===== config.mk =====
export PLATFORM = sky130hd
export DESIGN_NAME = vic_sound
export DESIGN_NICKNAME = d
export VERILOG_FILES = /design/src/rtl/vic_sound_pkg.sv /design/src/rtl/vic_sound_voice.sv /design/src/rtl/vic_sound.sv
export SDC_FILE = /design/constraint.sdc
export NUM_CORES = 1
export LEC_CHECK = 0
export CAP_MARGIN = 10
export CORE_MARGIN = 2
export CORE_UTILIZATION = 55
export CTS_BUF_LIST = sky130_fd_sc_hd__clkbuf_8
export CTS_CLUSTER_SIZE = 20
export DETAILED_ROUTE_END_ITERATION = 7
export PLACE_DENSITY = 0.76
export SETUP_SLACK_MARGIN = 0.2
export SYNTH_ARGS = -nofsm -noshare
export SYNTH_HDL_FRONTEND = slang
export SYNTH_HIERARCHICAL = 1
export SYNTH_SLANG_ARGS = --single-unit

===== constraint.sdc =====
create_clock -name clk -period 4.2 [get_ports clk]
set_input_delay 0.42 -clock clk [delete_from_list [all_inputs] [get_ports clk]]
set_output_delay 0.42 -clock clk [all_outputs]
set_load 0.01 [all_outputs]

===== src/rtl/vic_sound_pkg.sv =====
// Shared constants for the VIC-I sound block: register offsets, divider defaults and the noise LFSR step.
package vic_sound_pkg;

    localparam logic [3:0] REG_BASS    = 4'hA;
    localparam logic [3:0] REG_ALTO    = 4'hB;
    localparam logic [3:0] REG_SOPRANO = 4'hC;
    localparam logic [3:0] REG_NOISE   = 4'hD;
    localparam logic [3:0] REG_VOL     = 4'hE;

    localparam logic [15:0] LFSR_TAPS = 16'hB400;

    localparam int BASS_DIV_DEF    = 16;
    localparam int ALTO_DIV_DEF    = 8;
    localparam int SOPRANO_DIV_DEF = 4;
    localparam int NOISE_DIV_DEF   = 32;

    // Fibonacci form of x^16+x^14+x^13+x^11, shifting towards the MSB
    function automatic logic [15:0] lfsr_next(input logic [15:0] s);
        return {s[14:0], ^(s & LFSR_TAPS)};
    endfunction

endpackage


===== src/rtl/vic_sound_voice.sv =====
// One voice: clken prescaler, 7-bit up-counter reloaded from F at 7F, and a toggle flop.
// With NOISE set, out_o is instead a one-clk pulse on every counter wrap.
module vic_sound_voice #(
    parameter int DIV   = 16,
    parameter bit NOISE = 1'b0
) (
    input  logic       clk_i,
    input  logic       reset_i,
    input  logic       clken_i,
    input  logic       en_i,
    input  logic [6:0] f_i,
    output logic       out_o
);

    localparam int PW = (DIV > 1) ? $clog2(DIV) : 1;

    logic [PW-1:0] presc_q, presc_d;
    logic [6:0]    cnt_q, cnt_d;
    logic          tog_q, tog_d;
    logic          wrap;

    always_comb begin
        presc_d = presc_q;
        cnt_d   = cnt_q;
        tog_d   = tog_q;
        wrap    = 1'b0;
        if (!en_i) begin
            presc_d = '0;
            cnt_d   = f_i;
            tog_d   = 1'b0;
        end else if (clken_i) begin
            if (presc_q == PW'(DIV - 1)) begin
                presc_d = '0;
                // f_i here is the pre-write value when a write lands on this clk
                if (cnt_q == 7'h7F) begin
                    cnt_d = f_i;
                    wrap  = 1'b1;
                    if (!NOISE) tog_d = ~tog_q;
                end else begin
                    cnt_d = cnt_q + 7'd1;
                end
            end else begin
                presc_d = presc_q + 1'b1;
            end
        end
    end

    always_ff @(posedge clk_i or posedge reset_i) begin
        if (reset_i) begin
            presc_q <= '0;
            cnt_q   <= '0;
            tog_q   <= 1'b0;
        end else begin
            presc_q <= presc_d;
            cnt_q   <= cnt_d;
            tog_q   <= tog_d;
        end
    end

    assign out_o = NOISE ? wrap : (en_i & tog_q);

endmodule


===== src/rtl/vic_sound.sv =====
// VIC-I (6560) sound: $900A-$900E registers with readback, 3 square voices, LFSR noise, volume mixer.
// Audio is registered on clken; VIC_SOUND_FILTER_EN adds a one-pole smoothing accumulator.
module vic_sound
    import vic_sound_pkg::*;
#(
    parameter int          BASS_DIV    = BASS_DIV_DEF,
    parameter int          ALTO_DIV    = ALTO_DIV_DEF,
    parameter int          SOPRANO_DIV = SOPRANO_DIV_DEF,
    parameter int          NOISE_DIV   = NOISE_DIV_DEF,
    parameter logic [15:0] LFSR_SEED   = 16'h0001
) (
    input  logic       clk,
    input  logic       reset,
    input  logic       clken,
    input  logic       cs,
    input  logic [3:0] addr,
    input  logic       we,
    input  logic [7:0] wdata,
    output logic [7:0] rdata,
    output logic [3:0] audio
);

    logic [7:0]  bass_q, bass_d, alto_q, alto_d, sop_q, sop_d, noise_q, noise_d, vol_q, vol_d;
    logic [7:0]  rdata_q, rdata_d;
    logic [15:0] lfsr_q, lfsr_d;
    logic        bass_out, alto_out, sop_out, noise_step, noise_out;
    logic [2:0]  sum;
    logic [5:0]  mix;

    always_comb begin
        bass_d  = bass_q;
        alto_d  = alto_q;
        sop_d   = sop_q;
        noise_d = noise_q;
        vol_d   = vol_q;
        if (cs && we) begin
            case (addr)
                REG_BASS:    bass_d  = wdata;
                REG_ALTO:    alto_d  = wdata;
                REG_SOPRANO: sop_d   = wdata;
                REG_NOISE:   noise_d = wdata;
                REG_VOL:     vol_d   = wdata;
                default: ;
            endcase
        end
    end

    always_comb begin
        rdata_d = rdata_q;
        if (cs) begin
            case (addr)
                REG_BASS:    rdata_d = bass_q;
                REG_ALTO:    rdata_d = alto_q;
                REG_SOPRANO: rdata_d = sop_q;
                REG_NOISE:   rdata_d = noise_q;
                REG_VOL:     rdata_d = vol_q;
                default:     rdata_d = 8'h00;
            endcase
        end
    end

    vic_sound_voice #(.DIV(BASS_DIV), .NOISE(1'b0)) u_bass (
        .clk_i(clk), .reset_i(reset), .clken_i(clken),
        .en_i(bass_q[7]), .f_i(bass_q[6:0]), .out_o(bass_out));

    vic_sound_voice #(.DIV(ALTO_DIV), .NOISE(1'b0)) u_alto (
        .clk_i(clk), .reset_i(reset), .clken_i(clken),
        .en_i(alto_q[7]), .f_i(alto_q[6:0]), .out_o(alto_out));

    vic_sound_voice #(.DIV(SOPRANO_DIV), .NOISE(1'b0)) u_soprano (
        .clk_i(clk), .reset_i(reset), .clken_i(clken),
        .en_i(sop_q[7]), .f_i(sop_q[6:0]), .out_o(sop_out));

    vic_sound_voice #(.DIV(NOISE_DIV), .NOISE(1'b1)) u_noise (
        .clk_i(clk), .reset_i(reset), .clken_i(clken),
        .en_i(noise_q[7]), .f_i(noise_q[6:0]), .out_o(noise_step));

    // The enable bit never reseeds the LFSR; it only gates the noise output
    assign lfsr_d    = noise_step ? lfsr_next(lfsr_q) : lfsr_q;
    assign noise_out = noise_q[7] & lfsr_q[0];

    assign sum = {2'b00, bass_out} + {2'b00, alto_out} + {2'b00, sop_out} + {2'b00, noise_out};
    assign mix = {3'b000, sum} * {2'b00, vol_q[3:0]};

    always_ff @(posedge clk or posedge reset) begin
        if (reset) begin
            bass_q  <= 8'h00;
            alto_q  <= 8'h00;
            sop_q   <= 8'h00;
            noise_q <= 8'h00;
            vol_q   <= 8'h00;
            rdata_q <= 8'h00;
            lfsr_q  <= LFSR_SEED;
        end else begin
            bass_q  <= bass_d;
            alto_q  <= alto_d;
            sop_q   <= sop_d;
            noise_q <= noise_d;
            vol_q   <= vol_d;
            rdata_q <= rdata_d;
            lfsr_q  <= lfsr_d;
        end
    end

    assign rdata = rdata_q;

`ifdef VIC_SOUND_FILTER_EN
    logic [7:0]        acc_q, acc_d;
    logic signed [8:0] diff;

    always_comb begin
        diff  = $signed({1'b0, mix, 2'b00}) - $signed({1'b0, acc_q});
        acc_d = acc_q;
        if (clken) acc_d = acc_q + 8'(diff >>> 2);
    end

    always_ff @(posedge clk or posedge reset) begin
        if (reset) acc_q <= 8'h00;
        else       acc_q <= acc_d;
    end

    assign audio = acc_q[7:4];
`else
    logic [3:0] audio_q, audio_d;

    assign audio_d = clken ? mix[5:2] : audio_q;

    always_ff @(posedge clk or posedge reset) begin
        if (reset) audio_q <= 4'h0;
        else       audio_q <= audio_d;
    end

    assign audio = audio_q;
`endif

endmodule


# Yosys cells after proc, flatten, opt, wreduce, memory -nomap -nowiden
# Cells that the tools add are included.
[word_totals]
elab_cells = 121
output_inout_bits = 12
inputBits = 17
regBits = 113
[classes]
mux = 45
n_reduce_logical = 14
addsub = 11
n_mul = 1
bitwise = 7
eq_ne = 24
[op_table]
columns = ["operator", "count"]
rows = [
  ["7-bit 2-to-1 mux", 16],
  ["8-bit case mux with 5 select lines", 1],
  ["7-bit by 1-bit adder with 7-bit output, second input constant", 4],
  ["7-bit == test, second input constant", 4],
  ["4-bit == test, second input constant", 6],
  ["2-bit AND reduction", 9],
  ["1-bit 2-to-1 mux", 16],
  ["16-bit parity", 1],
  ["5-bit 2-to-1 mux", 3],
  ["2-bit by 1-bit != test with 1-bit output, second input constant", 7],
  ["4-bit 2-to-1 mux", 3],
  ["3-bit 2-to-1 mux", 3],
  ["3-bit AND reduction", 3],
  ["2-bit != test, second input constant", 4],
  ["3-bit by 4-bit multiplier with 6-bit output", 1],
  ["2-bit 2-to-1 mux", 3],
  ["5-bit by 1-bit adder with 5-bit output, second input constant", 1],
  ["5-bit == test, second input constant", 1],
  ["4-bit by 1-bit adder with 4-bit output, second input constant", 1],
  ["1-bit bitwise AND", 4],
  ["2-bit by 1-bit adder with 3-bit output", 1],
  ["3-bit by 1-bit adder with 3-bit output", 1],
  ["3-bit by 1-bit adder with 3-bit output, second input constant", 1],
  ["3-bit == test, second input constant", 1],
  ["5 further kinds", 7],
]

# Longest topological paths before layout
# Gate-level depths: netlist (run 1).
[logic_depth]
depth_word = 5
depth_mapped = 14

# Hierarchy
# Netlist (run 1), hierarchy kept.
[modules_own_cells]
columns = ["mod", "area_each_um2", "seq_area_each_um2", "cells_each", "instances"]
rows = [
  ["vic_sound", 3268.1, 1702.9, 245, 1],
  ["vic_sound_voice (u_noise)", 708.2, 300.3, 76, 1],
  ["vic_sound_voice (u_bass)", 701.9, 300.3, 71, 1],
  ["vic_sound_voice (u_alto)", 673.1, 275.3, 74, 1],
  ["vic_sound_voice (u_soprano)", 588.1, 250.2, 59, 1],
]

# Least setup slack after synthesis (run 1)
# Ideal clock, no wire load.
[synth_path]
path_type = "reg-to-reg"
startpoint = "register alto_q[7]"
endpoint = "register audio_q[2] (netlist: audio[2])"
stages_incl_launch_ff = 14
t_arrival_ns = 3.421
n_path_buf = 2
synth_period_minus_slack_ns = 3.545
slack_ns = 0.655
cell_sequence = "dfrtp_1 > buf_2 > clkbuf_1 > and2_1 > fa_1 > ha_1 > ha_1 > and2_1 > fa_1 > ha_1 > inv_1 > fa_1 > xnor2_1 > mux2_2"
[synth_between]
elab_chain_len = 5
[synth_lines]
columns = ["element", "line", "source"]
rows = [
  ["from (decl)", "vic_sound.sv:23", "logic [7:0] bass_q, bass_d, alto_q, alto_d, sop_q, sop_d, noise_q, noise_d, vol_q, vol_d;"],
  ["from (signal assigned)", "vic_sound.sv:96", "alto_q <= alto_d;"],
  ["1-bit bitwise AND", "vic_sound_voice.sv:60", "assign out_o = NOISE ? wrap : (en_i & tog_q);"],
  ["net alto_out", "vic_sound.sv:26", "logic bass_out, alto_out, sop_out, noise_step, noise_out;"],
  ["1-bit by 1-bit adder with 2-bit output", "vic_sound.sv:82", "assign sum = {2'b00, bass_out} + {2'b00, alto_out} + {2'b00, sop_out} + {2'b00, noise_out};"],
  ["2-bit by 1-bit adder with 3-bit output", "vic_sound.sv:82", ""],
  ["3-bit by 1-bit adder with 3-bit output", "vic_sound.sv:82", ""],
  ["3-bit by 4-bit multiplier with 6-bit output", "vic_sound.sv:83", "assign mix = {3'b000, sum} * {2'b00, vol_q[3:0]};"],
  ["to (signal assigned)", "vic_sound.sv:130", "else audio_q <= audio_d;"],
  ["to (decl)", "vic_sound.sv:124", "logic [3:0] audio_q, audio_d;"],
]
# The timed path passes the listed nets, and every way through them passes these cells.
# A chain may end at the register's enable or synchronous reset.

# Final worst setup path (run 1)
[layout_path]
startpoint = "register noise_q[7]"
endpoint = "register audio_q[2] (netlist: audio[2])"
[layout_between]
elab_chain_len = 3
[layout_lines]
columns = ["element", "line", "source"]
rows = [
  ["from (decl)", "vic_sound.sv:23", ""],
  ["from (signal assigned)", "vic_sound.sv:98", "noise_q <= noise_d;"],
  ["1-bit bitwise AND", "vic_sound.sv:80", "assign noise_out = noise_q[7] & lfsr_q[0];"],
  ["3-bit by 1-bit adder with 3-bit output", "vic_sound.sv:82", ""],
  ["3-bit by 4-bit multiplier with 6-bit output", "vic_sound.sv:83", ""],
]
# No other way between the ends.

==> metrics, run 1 <==
DRC=0; CP Capture Type=flop; post-synthesis instance area=5940 um2; Routed Antenna Nets=0; hold violation count in the final report=0; Internal=2.26 mW; setup TNS=0 ns; Worst VDD drop=0.281 mV; Setup WS pre-CTS=0.671 ns; routed length per instance=18.7 um; Top Ports=29; fin crit share=0.845; Clk pin slew, worst setup/hold paths=0.07 ns; Syn-to-layout area delta=14.3%; post-synthesis cell count=525; root buffer cell=clkbuf_8; Setup Crit Path Kind=reg -> reg; Post-DP HPWL=9380 um; Seq/Total Area, Yosys=0.476; initial antenna violation count=0; number of clock sinks=113; Slew HR=0.296; Vias/cell=6.03; Reg2Reg Setup Slack=0.65 ns; final slew viol count=0; # diodes=0; setup violators final=0; layout net count=598; Fmax=282 MHz; Pre-antenna DRT Iters=5; Worst Path Arrival=3.86 ns; vias post-DR=4283; Layout Skew=0.00762 ns; Pleak=3.06 nW; vias in the first global route=4320; Yosys warnings=6; Slowest-stage cell, CP=dfrtp_1; Starting Density=0.570; Buf+Inv Stages, Crit Path=1; layout cell share with drive strength beyond 1=0.221; shortest period the worst path allows=3.55 ns; Comb pwr share=0.161; die height=108 um; Critical Path Fanout Max=12; Post-CTS Hold Buffers=0; number of CTS-inserted buffers=17; # rows=37; Clock Latency Late Sink=0.43 ns; RSZ-0062 raised after global routing=false; CP Launch Type=flop; Flop pwr share=0.467; IO Port Bufs=28; global route overflow=0; post-CTS sizing=0; critical-path cell list=and2_1 > fa_1 > ha_1 > ha_1 > and2_1 > fa_1 > ha_1 > inv_1 > fa_1 > xnor2_1 > mux2_2; number of DRC markers in iteration 0=316; final worst setup slack=0.651 ns; Post-Route WL=13300 um; WP data required=4.51 ns; top-area cell type share of the netlist area=0.472; worst min-delay path class=reg -> reg; first-pass GRT wire length=22100 um; Total GRT Usage=0.250; syn nets=562; Synth area leader=dfrtp_1; placed insts=678; Main synth FF type=dfrtp_1; #FFs+latches synth=113; Area contributors post-synth=dfrtp_1 (47%), mux2_2 (11%), ha_1 (3.4%), mux2i_1 (3.0%), inv_1 (2.0%); EDFF count, synth=0; H-Tree Level Count=4; measured slew at the worst slew-check pin=1.05 ns; Die ar.=11600 um2; most frequent cells in the layout=dfrtp_1 (112), mux2_2 (58), inv_1 (33); Clock Power Share=0.373; post-route insts no fill=710; Netlist cell types=77; maximum number of pins on one net before global-route repair=51; Post-synth ARST share=1.00; syn avg cell area=11.3 um2; Setup Fix Bufs, Post-CTS=0; CTS tree=built; pwr/cell area=465 nW/um2; commonest non-fill, non-tap cell in the layout=dfrtp_1; global placement routability congestion=0.903; CP peak stage delay=0.55 ns; Sw Share=0.286; outcome=completed; Core Box Area=10400 um2; NetSw=904 uW; clock buffer depth=2; max cap viols=0; Top Family by Delay on Critical Path=adder cells; Die W=108 um
worst paths after layout:
| kind | depth (start not counted) | from | endpoint |
|---|---|---|---|
| worst max-delay path | 11 | noise_q[7] | audio[2] |
| worst min-delay path | 1 | lfsr_q[8] | lfsr_q[8] |
| worst max register to register | 11 | noise_q[7] | audio[2] |
| worst min register to register | 1 | lfsr_q[8] | lfsr_q[8] |
| max in group asynchronous | 3 | reset | noise_q[4] |
| min in group asynchronous | 2 | reset | u_soprano/cnt_q[1] |
cell families (layout without fill, tap and decap cells):
group | count (synthesis) | count (layout) | synth area share
simple gates | 153 | 153 | 0.154
compound gates | 96 | 96 | 0.117
fa+ha+maj | 20 | 20 | 0.0472
flops | 113 | 113 | 0.476
xor+xnor | 18 | 18 | 0.0265
mux | 76 | 76 | 0.140
buf+inv | 49 | 98 | 0.0388
state kept, by name, summed over array words and instances (netlist names), 2 cells and up:
| register | count |
|---|---|
| sop_q | 8 |
| u_alto/cnt_q | 7 |
| u_soprano/cnt_q | 7 |
| noise_q | 8 |
| u_alto/presc_q | 3 |
| u_noise/presc_q | 5 |
| lfsr_q | 16 |
| u_soprano/presc_q | 2 |
| rdata | 8 |
| u_bass/presc_q | 4 |
| alto_q | 8 |
| audio | 4 |
| u_bass/cnt_q | 7 |
| u_noise/cnt_q | 7 |
| vol_q | 8 |
| bass_q | 8 |
synth_stat cells (3+ instances only):
cell         n
fa_1         4
a22o_1       8
nand2b_1     3
ha_1        16
xnor2_1     10
nor2b_1      6
clkbuf_1     3
dfrtp_1    112
nand2_1     31
a31oi_1     10
mux2_2      58
buf_6        4
and2_1      12
o2bb2ai_1    3
nand3_1     15
nand3_2      4
nor3_1       5
mux2i_1     18
nand3b_1     5
a21oi_1     14
nor2_1      31
buf_2        7
o21ai_0     14
xor2_1       8
inv_1       32
o22ai_1     13
nand4_2      3
and3_1       8
a221oi_1     4
nand4_1      4
worst reg2reg max path, delay by kind of cell (launching register included):
family | cells | cell delay [ns]
mux | 1 | 0.25
simple gates | 2 | 0.46
buf+inv | 1 | 0.06
fa+ha+maj | 6 | 1.98
flops | 1 | 0.55
xor+xnor | 1 | 0.13
power by group through the flow:
stage               combinational [mW]  clock [mW]  sequential [mW]
floorplan                        0.393           0             1.42
global placement                 0.479           0             1.47
finish                           0.508        1.18             1.47
CTS                              0.507        1.20             1.47
detailed placement               0.500           0             1.49
global route                     0.561        1.26             1.50
layout make-up:
| cell class | count | area [um2] |
|---|---|---|
| fillers | 798 | 3630 |
| multi-input cells | 363 | 2890 |
| flip-flops and latches | 113 | 2830 |
| repair buffers | 33 | 318 |
| clock buffers | 20 | 275 |
| clock inverters | 12 | 188 |
| well taps | 136 | 170 |
| inverters | 33 | 124 |
per-stage QoR:
step | hold slack (ns) | total power [mW] | util | area [um2]
after floorplan | 0.260 | 1.81 | - | 5940
after global placement | 0.483 | 1.95 | 0.607 | 6330
after detailed placement | 0.490 | 1.99 | 0.607 | 6330
final | 0.505 | 3.16 | 0.652 | 6790
after CTS | 0.508 | 3.18 | 0.652 | 6790
after global routing | 0.519 | 3.32 | 0.652 | 6790
routing by layer:
metal,global-route usage,share of wire
met1,0.332,0.43
met2,0.396,0.49
met3,0.0678,0.056
met4,0.0925,0.024
met5,0,0
Note: power is estimated with default switching activity, not from simulation.
==> inputs of run 2 (changes only) <==
Clock period 4.2 ns to 3.3 ns, I/O delays scaled along.
==> run 2 against run 1 <==
Core utilization down 0.18 points; sequential cell count unchanged; die area unchanged; register-to-register slack worse by 0.57 ns; global-route usage up 0.20 points; clock power about the same; design area down 0.28%; sequential share of layout area up 0.12 points; highest routed layer unchanged.
==> metrics, run 2 (synthesized netlist as in run 1, its figures left out) <==
outcome=completed; Vias/cell=6.09 (+0.88%); IO Port Bufs=28 (unchanged); WP data required=3.61 ns (-0.90 ns); layout net count=605 (+1.2%); number of DRC markers in iteration 0=311 (-1.6%); shortest period the worst path allows=3.21 ns (-0.334 ns); Largest register FFs=16 (unchanged); fin crit share=0.974 (+0.129); pwr/cell area=554 nW/um2 (+19%); CP Launch Type=flop; Top Ports=29 (unchanged); vias post-DR=4339 (+1.3%); routed length per instance=19.0 um (+1.6%); measured slew at the worst slew-check pin=0.853 ns (-0.202 ns); Post-Route WL=13600 um (+2.0%); clock buffer depth=2 (unchanged); layout cell share with drive strength beyond 1=0.239 (+0.0179); Pleak=3.04 nW (-0.49%); first-pass GRT wire length=22000 um (-0.72%); number of clock sinks=113 (unchanged); RSZ-0062 raised after global routing=true; global route overflow=0 (unchanged); # rows=37 (unchanged); Final Power=3.75 mW (+19%); root buffer cell=clkbuf_8; Fmax=311 MHz (+10%); Die ar.=11600 um2 (unchanged); Slew HR=0.431 (+0.135); H-Tree Level Count=4 (unchanged); RR Startpoint=lfsr_q[0]; setup TNS=0 ns (unchanged); Critical Path Fanout Max=3 (-9); Post-DP HPWL=9790 um (+4.4%); Biggest register=lfsr_q; number of CTS-inserted buffers=17 (unchanged); CP Capture Type=flop; Core Box Area=10400 um2 (unchanged); Syn-to-layout area delta=14.0%; multi-input gate area in the final layout=2920 um2 (+1.2%); final slew viol count=0 (unchanged); max cap viols=0 (unchanged); Clock Latency Late Sink=0.43 ns (about the same); fillers=808 (+1.3%); Die W=108 um (unchanged); hold violation count in the final report=0 (unchanged); maximum number of pins on one net before global-route repair=35 (-31%); Routed Antenna Nets=0 (unchanged); initial antenna violation count=0 (unchanged); Worst VDD drop=0.289 mV (+2.8%); Worst Setup SP=lfsr_q[0]; # diodes=0 (unchanged); worst min-delay path class=in -> async; global placement routability congestion=0.885 (-2.1%); Pre-antenna DRT Iters=5 (unchanged); Worst Path Arrival=3.53 ns (-0.33 ns); setup violators final=0 (unchanged); die height=108 um (unchanged); Clk pin slew, worst setup/hold paths=0.06 ns (about the same); vias in the first global route=4255 (-1.5%); Total GRT Usage=0.252 (+0.00201); CTS tree=built; FF/Latch Area=2830 um2 (unchanged); DRC=0 (unchanged); Layout Skew=0.00936 ns (+0.00174 ns); Setup Crit Path Kind=reg -> reg; Starting Density=0.570 (unchanged); most frequent cells in the layout=dfrtp_1 (112), mux2_2 (57), inv_1 (33); Post-CTS Hold Buffers=0 (unchanged); commonest non-fill, non-tap cell in the layout=dfrtp_1
==> run 2: cell types whose count changed in the layout (fill, tap and decap cells not counted), sizes merged <==
cell	change
buf	+7
bufinv	-3
clkbuf	-1
clkinv	-1
inv	+1
==> run 2: path summary, 6_finish.rpt <==
| kind | to | slack [ns] | cells past startpoint |
|---|---|---|---|
| max | audio[2] | 0.09 | 11 |
| min | audio[1] | 0.37 | 2 |
| max reg2reg | audio[2] | 0.09 | 11 |
| min reg2reg | lfsr_q[10] | 0.50 | 1 |
| max in group asynchronous | alto_q[5] | 2.25 | 3 |
| min in group clk | lfsr_q[10] | 0.50 | 1 |
==> run 2: layout make-up <==
| cell class | instances | share of cell area |
|---|---|---|
| inverter | 33 | 0.0183 |
| multi-input combinational | 363 | 0.431 |
| clock buffer | 19 | 0.0386 |
| clock inverter | 9 | 0.0142 |
| sequential | 113 | 0.418 |
| tap | 136 | 0.0251 |
| timing repair buffer | 40 | 0.0547 |
==> run 2: per-stage QoR <==
step | worst slack, ns | hold slack, ns | cells | instance area [um2] | utilization
detailed placement | 0.0473 | 0.491 | 684 | 6400 | 0.614
global placement | 0.104 | 0.484 | 684 | 6400 | 0.614
global route | 0.000524 | 0.360 | 713 | 6770 | 0.650
CTS | 0.0678 | 0.350 | 713 | 6770 | 0.650
finish | 0.0851 | 0.368 | 713 | 6770 | 0.650
floorplan | -0.00426 | 0.170 | 525 | 5980 | -
==> run 2: layer usage <==
layer / vias up / share of wire / track usage
met3: 19 / 0.058 / 0.0732
met5: - / 0 / 0
met4: 0 / 0.016 / 0.0833
met1: 2171 / 0.44 / 0.342
li1: 1987 / - / -
met2: 162 / 0.49 / 0.392
==> run 2: worst max-delay path, stage by stage, from the launching register on <==
cell	delay, ns
dfstp_2	0.53
and2_4	0.13
fa_1	0.41
ha_2	0.20
ha_4	0.24
and2_4	0.14
fa_1	0.48
ha_2	0.19
inv_2	0.04
fa_2	0.35
xnor2_1	0.13
mux2_4	0.25
==> run 2: power breakdown <==
group          total [mW]  internal (mW)  switching, mW
clock                1.21          0.681          0.527
combinational       0.679          0.324          0.355
sequential           1.87           1.61          0.257
==> run 2: what timing repair did <==
action | 4_1_cts | 5_1_grt
endpoints found under the setup margin | 3 | 3
buffers inserted | 1 | 0
resized for setup | 1 | 1
pin swaps | 4 | 2
==> inputs of run 3 (changes only) <==
Settings changed: DONT_BUFFER_PORTS set to 1, PLACE_DENSITY 0.76 to 0.72.
==> run 3 against run 2 <==
Die area stayed put; core utilization is 2.3 points lower; first-iteration DRC count is 1.6% lower; count of clock-buffer cells in the layout is 3 higher; worst hold slack worse by 0.32 ns; sequential power hardly changed; critical path type unchanged; clock power is 6% higher; fmax hardly changed; register-to-register slack hardly changed.
==> metrics, run 3 (synthesized netlist as in run 1, its figures left out) <==
die height=108 um (unchanged); Worst VDD drop=0.290 mV (+0.31%); Setup Crit Path Kind=reg -> reg; final slew viol count=0 (unchanged); DRC=0 (unchanged); layout cell share with drive strength beyond 1=0.252 (+0.0126); fin crit share=0.975 (about the same); Starting Density=0.570 (unchanged); Post-Layout Inst Area=6540 um2 (-3.5%); Comb pwr share=0.161 (-0.020); commonest non-fill, non-tap cell in the layout=dfrtp_1; Internal=2.66 mW (+1.7%); worst min-delay path class=in -> reg; Total GRT Usage=0.257 (+0.00441); NetSw=1.10 mW (-3.8%); metal3 WL=892 um (+13%); root buffer cell=clkbuf_8; Clock Latency Late Sink=0.43 ns (about the same); Largest register FFs=16 (unchanged); routed length per instance=19.4 um (+2.1%); number of DRC markers in iteration 0=306 (-1.6%); WL met2=6280 um (-4.7%); measured slew at the worst slew-check pin=0.934 ns (+0.0813 ns); Setup WS pre-CTS=0.0315 ns (-0.0158 ns); Routed Antenna Nets=0 (unchanged); max cap viols=0 (unchanged); most frequent cells in the layout=dfrtp_1 (112), mux2_2 (58), inv_1 (34); Clock Power Share=0.341 (+0.019); Die W=108 um (unchanged); Critical Path Fanout Max=3 (unchanged); CP Capture Type=flop; vias post-DR=4168 (-3.9%); DP Area=6070 um2 (-5.1%); hold violation count in the final report=0 (unchanged); RSZ-0062 raised after global routing=true; Clk pin slew, worst setup/hold paths=0.07 ns (about the same); H-Tree Level Count=4 (unchanged); layout net count=577 (-4.6%); Pleak=2.97 nW (-2.4%); Layout Skew=0.0106 ns (+0.00121 ns); Post-Route WL=13400 um (-1.5%); Sw Share=0.292 (-0.0115); final hold slack=0.0446 ns (-0.323 ns); number of clock sinks=113 (unchanged); IO Port Bufs=0 (-100%); number of CTS-inserted buffers=17 (unchanged); clock buffer depth=2 (unchanged); outcome=completed; global route overflow=0 (unchanged); Metal-1 WL=5960 um (-0.22%); Top Ports=29 (unchanged); maximum number of pins on one net before global-route repair=48 (+37%); CP Launch Type=flop; Worst Path Arrival=3.54 ns (about the same); Slew HR=0.377 (-0.0542); Max Used Layer=met4; Die ar.=11600 um2 (unchanged); pwr/cell area=575 nW/um2 (+3.6%); Vias/cell=6.06 (-0.45%); Biggest register=lfsr_q; initial antenna violation count=0 (unchanged); setup violators final=0 (unchanged); final worst setup slack=0.0832 ns (-0.00186 ns); Post-DP HPWL=9420 um (-3.7%); Fmax=311 MHz (about the same); shortest period the worst path allows=3.22 ns (+0.00186 ns); vias in the first global route=4391 (+3.2%); global placement routability congestion=0.853 (-3.5%); # rows=37 (unchanged); Core Box Area=10400 um2 (unchanged); CTS tree=built; Flop pwr share=0.498 (about the same); WP data required=3.62 ns (about the same); Pre-antenna DRT Iters=4 (-1); Util after Layout=0.628 (-0.0226); first-pass GRT wire length=22600 um (+3.1%); Syn-to-layout area delta=10.0%; # diodes=0 (unchanged)
## run 3: worst paths after layout
path | depth (start not counted) | slack (ns) | from | end
setup / recovery | 11 | 0.08 | lfsr_q[0] | audio[2]
hold / removal | 1 | 0.04 | wdata[1] | vol_q[1]
setup reg to reg | 11 | 0.08 | lfsr_q[0] | audio[2]
hold reg to reg | 1 | 0.51 | lfsr_q[2] | lfsr_q[3]
max in group asynchronous | 3 | 1.80 | reset | lfsr_q[15]
min in group asynchronous | 2 | 0.49 | reset | u_soprano/cnt_q[0]
## run 3: final cells by class
class | instances | area (um2)
Sequential cell | 113 | 2830
Fill cell | 848 | 3880
Multi-Input combinational cell | 363 | 2920
Tap cell | 136 | 170
Clock buffer | 22 | 303
Clock inverter | 9 | 90.1
Inverter | 33 | 124
Timing Repair Buffer | 12 | 97.6
## run 3: critical path, stage by stage (launching register included)
cell	delay (ns)
dfstp_2	0.53
and2_4	0.13
fa_1	0.41
ha_2	0.20
ha_4	0.25
and2_4	0.14
fa_1	0.48
ha_2	0.19
inv_2	0.04
fa_2	0.35
xnor2_1	0.13
mux2_2	0.25
## run 3: timing repair
| action | in CTS | in global routing |
|---|---|---|
| setup endpoints to repair | 3 | 3 |
| endpoints found under the hold margin | 76 | 0 |
| pin swaps | 4 | 7 |
| hold buffers | 3 | 0 |
| gates resized for setup | 1 | 2 |
| buffers inserted | 3 | 1 |
## run 3: power groups by stage
stage               logic (mW)  clock network (mW)  registers, mW
detailed placement       0.596                   0           1.88
floorplan                0.508                   0           1.80
global route             0.680                1.37           1.90
finish                   0.606                1.28           1.87
CTS                      0.607                1.31           1.86
global placement         0.571                   0           1.87
## run 3: through the flow
step / cells / setup TNS (ns) / power (mW)
after floorplan: 525 / -0.00426 / 2.31
after global placement: 650 / 0 / 2.44
after detailed placement: 650 / 0 / 2.48
after CTS: 687 / 0 / 3.78
after global routing: 688 / 0 / 3.96
final: 688 / 0 / 3.76
## run 3: metal layers
layer	vias up	track usage
met5	-	0
met4	0	0.0934
met3	20	0.0551
met2	123	0.397
met1	2091	0.359
li1	1934	-
